[config.mk]
export PLATFORM = sky130hd
export DESIGN_NAME = vga_timing_gen
export DESIGN_NICKNAME = d
export VERILOG_FILES = /design/src/rtl/vga_timing_pkg.sv /design/src/rtl/vga_timing_gen.sv
export SDC_FILE = /design/constraint.sdc
export NUM_CORES = 1
export LEC_CHECK = 0
export CAP_MARGIN = 15
export CORE_AREA = 2 2 117 119
export CTS_BUF_LIST = sky130_fd_sc_hd__clkbuf_8
export CTS_CLUSTER_SIZE = 40
export DETAILED_ROUTE_END_ITERATION = 10
export DIE_AREA = 0 0 119 121
export PLACE_DENSITY_LB_ADDON = 0.25
export SYNTH_ARGS = -nofsm -noshare
export SYNTH_HDL_FRONTEND = slang
export SYNTH_SLANG_ARGS = --single-unit
[constraint.sdc]
create_clock -name clk -period 5.17 [get_ports clk]
set_clock_uncertainty 0.2 [all_clocks]
set_input_delay 1.034 -clock clk [delete_from_list [all_inputs] [get_ports clk]]
set_output_delay 1.034 -clock clk [all_outputs]
set_load 0.1 [all_outputs]
[src/rtl/vga_timing_pkg.sv]
// vga_timing_pkg: default VGA timing sets and width helper.
//   Provides 640x480@60 and 800x600@60 constants plus clog2w(), a $clog2 that
//   never returns zero so every derived bus is at least one bit wide.
package vga_timing_pkg;
  localparam int VGA_H_ACTIVE = 640;
  localparam int VGA_H_FP = 16;
  localparam int VGA_H_SYNC = 96;
  localparam int VGA_H_BP = 48;
  localparam int VGA_V_ACTIVE = 480;
  localparam int VGA_V_FP = 10;
  localparam int VGA_V_SYNC = 2;
  localparam int VGA_V_BP = 33;
  localparam bit VGA_HS_POL = 1'b0;
  localparam bit VGA_VS_POL = 1'b0;
  localparam int SVGA_H_ACTIVE = 800;
  localparam int SVGA_H_FP = 40;
  localparam int SVGA_H_SYNC = 128;
  localparam int SVGA_H_BP = 88;
  localparam int SVGA_V_ACTIVE = 600;
  localparam int SVGA_V_FP = 1;
  localparam int SVGA_V_SYNC = 4;
  localparam int SVGA_V_BP = 23;
  localparam bit SVGA_HS_POL = 1'b1;
  localparam bit SVGA_VS_POL = 1'b1;
  function automatic int clog2w(input int n);
    return (n < 2) ? 1 : $clog2(n);
  endfunction
endpackage

[src/rtl/vga_timing_gen.sv]
// vga_timing_gen: parametrised VGA raster timing generator with one image window.
//   clk, rst_n (async active-low), en (count enable), win_x0/win_y0 (requested
//   window origin, taken at frame end). Outputs, all one register stage after the
//   counters: hsync, vsync, de, x, y, line_start, frame_start, win_active,
//   win_x, win_y, win_done.
module vga_timing_gen
  import vga_timing_pkg::*;
#(
  parameter int H_ACTIVE = VGA_H_ACTIVE,
  parameter int H_FP = VGA_H_FP,
  parameter int H_SYNC = VGA_H_SYNC,
  parameter int H_BP = VGA_H_BP,
  parameter int V_ACTIVE = VGA_V_ACTIVE,
  parameter int V_FP = VGA_V_FP,
  parameter int V_SYNC = VGA_V_SYNC,
  parameter int V_BP = VGA_V_BP,
  parameter bit HS_POL = VGA_HS_POL,
  parameter bit VS_POL = VGA_VS_POL,
  parameter int WIN_W = 64,
  parameter int WIN_H = 64,
  localparam int H_TOTAL = H_ACTIVE + H_FP + H_SYNC + H_BP,
  localparam int V_TOTAL = V_ACTIVE + V_FP + V_SYNC + V_BP,
  localparam int XW = clog2w(H_TOTAL),
  localparam int YW = clog2w(V_TOTAL),
  localparam int WXW = clog2w(WIN_W),
  localparam int WYW = clog2w(WIN_H)
) (
  input  logic           clk,
  input  logic           rst_n,
  input  logic           en,
  input  logic [XW-1:0]  win_x0,
  input  logic [YW-1:0]  win_y0,
  output logic           hsync,
  output logic           vsync,
  output logic           de,
  output logic [XW-1:0]  x,
  output logic [YW-1:0]  y,
  output logic           line_start,
  output logic           frame_start,
  output logic           win_active,
  output logic [WXW-1:0] win_x,
  output logic [WYW-1:0] win_y,
  output logic           win_done
);
  logic [XW-1:0] hcnt, ox;
  logic [YW-1:0] vcnt, oy;
  logic [XW:0] hx, x0, x1, xe;
  logic [YW:0] vy, y0, y1, ye;
  logic h_end, v_end, act, hs_on, vs_on, in_win, last;
  logic ls_q, fs_q, wd_q;
  // One extra bit on the window bounds so origin + size cannot wrap.
  always_comb begin
    hx = {1'b0, hcnt};
    vy = {1'b0, vcnt};
    x0 = {1'b0, ox};
    y0 = {1'b0, oy};
    x1 = x0 + (XW+1)'(WIN_W);
    y1 = y0 + (YW+1)'(WIN_H);
    xe = (x1 > (XW+1)'(H_ACTIVE)) ? (XW+1)'(H_ACTIVE - 1) : x1 - (XW+1)'(1);
    ye = (y1 > (YW+1)'(V_ACTIVE)) ? (YW+1)'(V_ACTIVE - 1) : y1 - (YW+1)'(1);
    h_end = hcnt == XW'(H_TOTAL - 1);
    v_end = vcnt == YW'(V_TOTAL - 1);
    act = (hcnt < XW'(H_ACTIVE)) && (vcnt < YW'(V_ACTIVE));
    hs_on = (hx >= (XW+1)'(H_ACTIVE + H_FP)) && (hx < (XW+1)'(H_ACTIVE + H_FP + H_SYNC));
    vs_on = (vy >= (YW+1)'(V_ACTIVE + V_FP)) && (vy < (YW+1)'(V_ACTIVE + V_FP + V_SYNC));
    in_win = act && (hx >= x0) && (hx < x1) && (vy >= y0) && (vy < y1);
    // Clipped bottom-right corner; never reached when the window is off-screen.
    last = in_win && (hx == xe) && (vy == ye);
  end
  always_ff @(posedge clk or negedge rst_n) begin
    if (!rst_n) begin
      hcnt <= '0;
      vcnt <= '0;
      ox <= '0;
      oy <= '0;
      hsync <= ~HS_POL;
      vsync <= ~VS_POL;
      de <= 1'b0;
      x <= '0;
      y <= '0;
      ls_q <= 1'b0;
      fs_q <= 1'b0;
      wd_q <= 1'b0;
      win_active <= 1'b0;
      win_x <= '0;
      win_y <= '0;
    end else if (en) begin
      hcnt <= h_end ? '0 : hcnt + XW'(1);
      if (h_end) vcnt <= v_end ? '0 : vcnt + YW'(1);
      if (h_end && v_end) begin
        ox <= win_x0;
        oy <= win_y0;
      end
      hsync <= hs_on ^ ~HS_POL;
      vsync <= vs_on ^ ~VS_POL;
      de <= act;
      x <= hcnt;
      y <= vcnt;
      ls_q <= hcnt == '0;
      fs_q <= (hcnt == '0) && (vcnt == '0);
      wd_q <= last;
      win_active <= in_win;
      win_x <= in_win ? WXW'(hx - x0) : '0;
      win_y <= in_win ? WYW'(vy - y0) : '0;
    end
  end
  // Strobe registers hold through a stall; masking with en keeps a consumer
  // from seeing the same strobe on every frozen cycle.
  assign line_start = ls_q & en;
  assign frame_start = fs_q & en;
  assign win_done = wd_q & en;
endmodule

==> out/qor.yml <==
postCtsSetupBuffers: 0
die_h_um: 121
finalWirelength_um: 12920
num_vias: 4219
post-route-drc-count: 0
maxCapViolCount: 0
synth_cell_types: 61
grt_pass1_vias: 4176
timing.rr.start: "vcnt[0]"
drive_above_1_share_pct: 8.306
synthesis.nets: 628
endpoint_kind: "flip-flop"
critPathMaxStageDelay_ps: 510
cp-endpoint: "win_x[5]"
synth-seq-cells: 79
ioPinCount: 62
synth_area_sq_um: 5126
synth_edf_count: 0
die_x_um: 119
hold_violations: 0
slowest_stage: "dfrtp_1"
syn_inst: 567
synth-main-ff-cell: "dfrtp_1"
htreeDepth: 3
grt_max_degree: 80
setup_viol: 0
tightest_slew_ps: 1015
vias_per_cell: 5.341
synth_area_per_cell_sq_um: 9.041
synth-async-reset-ratio_pct: 100.0
critPathArrivalTime_ps: 3370
timing.fmax_mhz: 298.2
r2r_end: "win_x[5]"
p_leak_nw: 2.630
row_count: 42
outcome: "finished, final reports clean"
antenna_cells: 0
path_class: "flip-flop to flip-flop"
synth_top_area_cell: "dfrtp_1"
yosysMostFrequentCell: "dfrtp_1"
cellPowerDensity_nw_per_um2: 288.1
gp_congestion: 0.9123
holdBufCountCts: 0
grt-ovfl-total: 0
cts_resized: 0
crit_chain: "inv_1 -> ha_1 -> inv_1 -> fa_1 -> a21o_1 -> a21oi_1 -> a31oi_1 -> o21ai_0 -> a21oi_1 -> a211o_1 -> nand4_1 -> o22ai_1"
fin_total_pwr_mw: 1.729
core_sq_um: 13090
num-fill-cells: 1291
rsz0062_at_grt: "no"
antenna_found_initial: 0
first_iter_violations: 188
drv_slew: 0
cts.sinks: 79
cts_max_path_buffers: 2
cts_root_buf: "clkbuf_8"
max_slew_margin_pct: 32.31
synth_seq_area_share_pct: 38.61
rr_worst_depth: 12
ant_nets: 0
initial_utilization_pct: 39.18
synth_top_area_share_pct: 37.59
critPathLaunchType: "flip-flop"
setup.worst_path.start: "vcnt[0]"
track_usage_pct: 18.87
fin_setup_tns_ps: 0
critPathMaxFanout: 14
r2r_setup_slack_ps: 1820
min_period_over_period_pct: 64.86
wl_per_cell_um: 16.35
cts_made_buffers: 9
place.detailed.hpwl_um: 9312
dr.pass1.iters: 6
hp-class: "flip-flop to flip-flop"
fin_crit_ps: 3353
ys_top_cells_by_count: "77 x dfrtp_1, 61 x nand2_1, 51 x inv_1"
cts_tree: "yes"
area_growth_pct: 17.04
clkLatencyLatePin_ps: 380
grt_pass1_wl_um: 21380
synth_area_leaders: "dfrtp_1 38%, ha_1 8.8%, xnor2_1 5.5%, o21ai_0 4.8%, nand2_1 4.5%"
yosysWarnings: 0
ir_worst_vdd_uv: 314.9
path_clk_slew_ps: 90
dieArea_sq_um: 14400
numPortBuffers: 61
final_nets: 670
required_ps: 5190
## worst max-delay path, delay by kind of cell, from the launching register on
| kind | cells | cell delay, ps |
|---|---|---|
| AOI/OAI and AO/OA | 7 | 1260 |
| DFF | 1 | 510 |
| buffers and inverters | 2 | 190 |
| adders and majority gates | 2 | 570 |
| and+or+nand+nor | 1 | 460 |
## how the worst min path moves through the flow
stage / from / to / slack, ps / cells past startpoint
global route: y[6] / y[6] / 340 / 1
detailed placement: hsync / hsync / 290 / 2
finish: hsync / hsync / 300 / 2
global placement: hsync / hsync / 280 / 2
CTS: hsync / hsync / 310 / 2
floorplan: ls_q / ls_q / 290 / 2
## sequential cells by signal, summed over array words and instances, names as in the netlist, 6 cells and up
name and flops:
oy 10, win_x 6, ox 10, win_y 6, y 10, vcnt 10
x 10, hcnt 10
## area by class of cell
type                            instances  area (sq um)  share of cell area (%)
Multi-Input combinational cell        404          2819                   46.99
Sequential cell                        79          1979                   32.99
Timing Repair Buffer                   64         618.1                   10.30
Tap cell                              176         220.2                   3.670
Inverter                               51         191.4                   3.191
Clock buffer                            9         123.9                   2.065
Clock inverter                          7         47.55                  0.7925
## cell families (layout without fill, tap and decap cells)
logic type | count (synthesis) | count (layout) | synth area share, %
simple gates | 177 | 177 | 17.77
compound gates | 126 | 126 | 15.62
buf+inv | 84 | 131 | 6.395
flops | 79 | 79 | 38.61
xor+xnor | 42 | 42 | 7.445
fa+ha+maj | 39 | 39 | 9.763
mux | 20 | 20 | 4.394
## cell usage in the layout, fill, tap and decap left out, types with 9 or more instances in the layout
| master | synthesis | layout |
|---|---|---|
| clkbuf_8 | 0 | 9 |
| o22ai_1 | 18 | 18 |
| nand2_1 | 61 | 61 |
| clkdlybuf4s50_1 | 0 | 56 |
| xnor2_1 | 32 | 32 |
| nor3_1 | 17 | 17 |
| ha_1 | 36 | 36 |
| xor2_1 | 9 | 9 |
| o21ai_0 | 49 | 49 |
| nand4_1 | 12 | 12 |
| dfrtp_1 | 77 | 77 |
| and3_1 | 10 | 10 |
| nor2_1 | 21 | 21 |
| mux2_2 | 20 | 20 |
| nand3_1 | 13 | 13 |
| inv_1 | 51 | 51 |
| a21oi_1 | 14 | 14 |
## where the power goes
| part | leakage [nW] | internal, mW | switching (mW) | total, mW |
|---|---|---|---|---|
| clock | 0.0854 | 0.174 | 0.247 | 0.421 |
| sequential | 0.954 | 0.669 | 0.102 | 0.771 |
| combinational | 1.59 | 0.186 | 0.351 | 0.537 |
| total | 2.63 | 1.03 | 0.699 | 1.73 |
## routing by layer
metal | share of wire (%) | vias up | GRT usage, % | wire, um
met1 | 50 | 2026 | 27.46 | 6481
met3 | 4.3 | 15 | 2.726 | 551
met2 | 44 | 102 | 28.41 | 5680
met5 | 0 | - | 0 | 0
met4 | 1.6 | 0 | 7.143 | 205
li1 | - | 2076 | - | -
## stage by stage
stage / hold WS, ps / setup slack, ps / utilization, % / std cells / cell area (sq um)
4_1_cts: 306.7 / 1823 / 45.85 / 790 / 6000
2_1_floorplan: 291.1 / 1273 / - / 567 / 5126
3_5_place_dp: 291.9 / 1744 / 44.54 / 774 / 5828
6_report: 301.3 / 1817 / 45.85 / 790 / 6000
3_3_place_gp: 280.6 / 1796 / 44.54 / 774 / 5828
5_1_grt: 339.7 / 1554 / 45.85 / 790 / 6000
(Power assumes the default switching activity.)
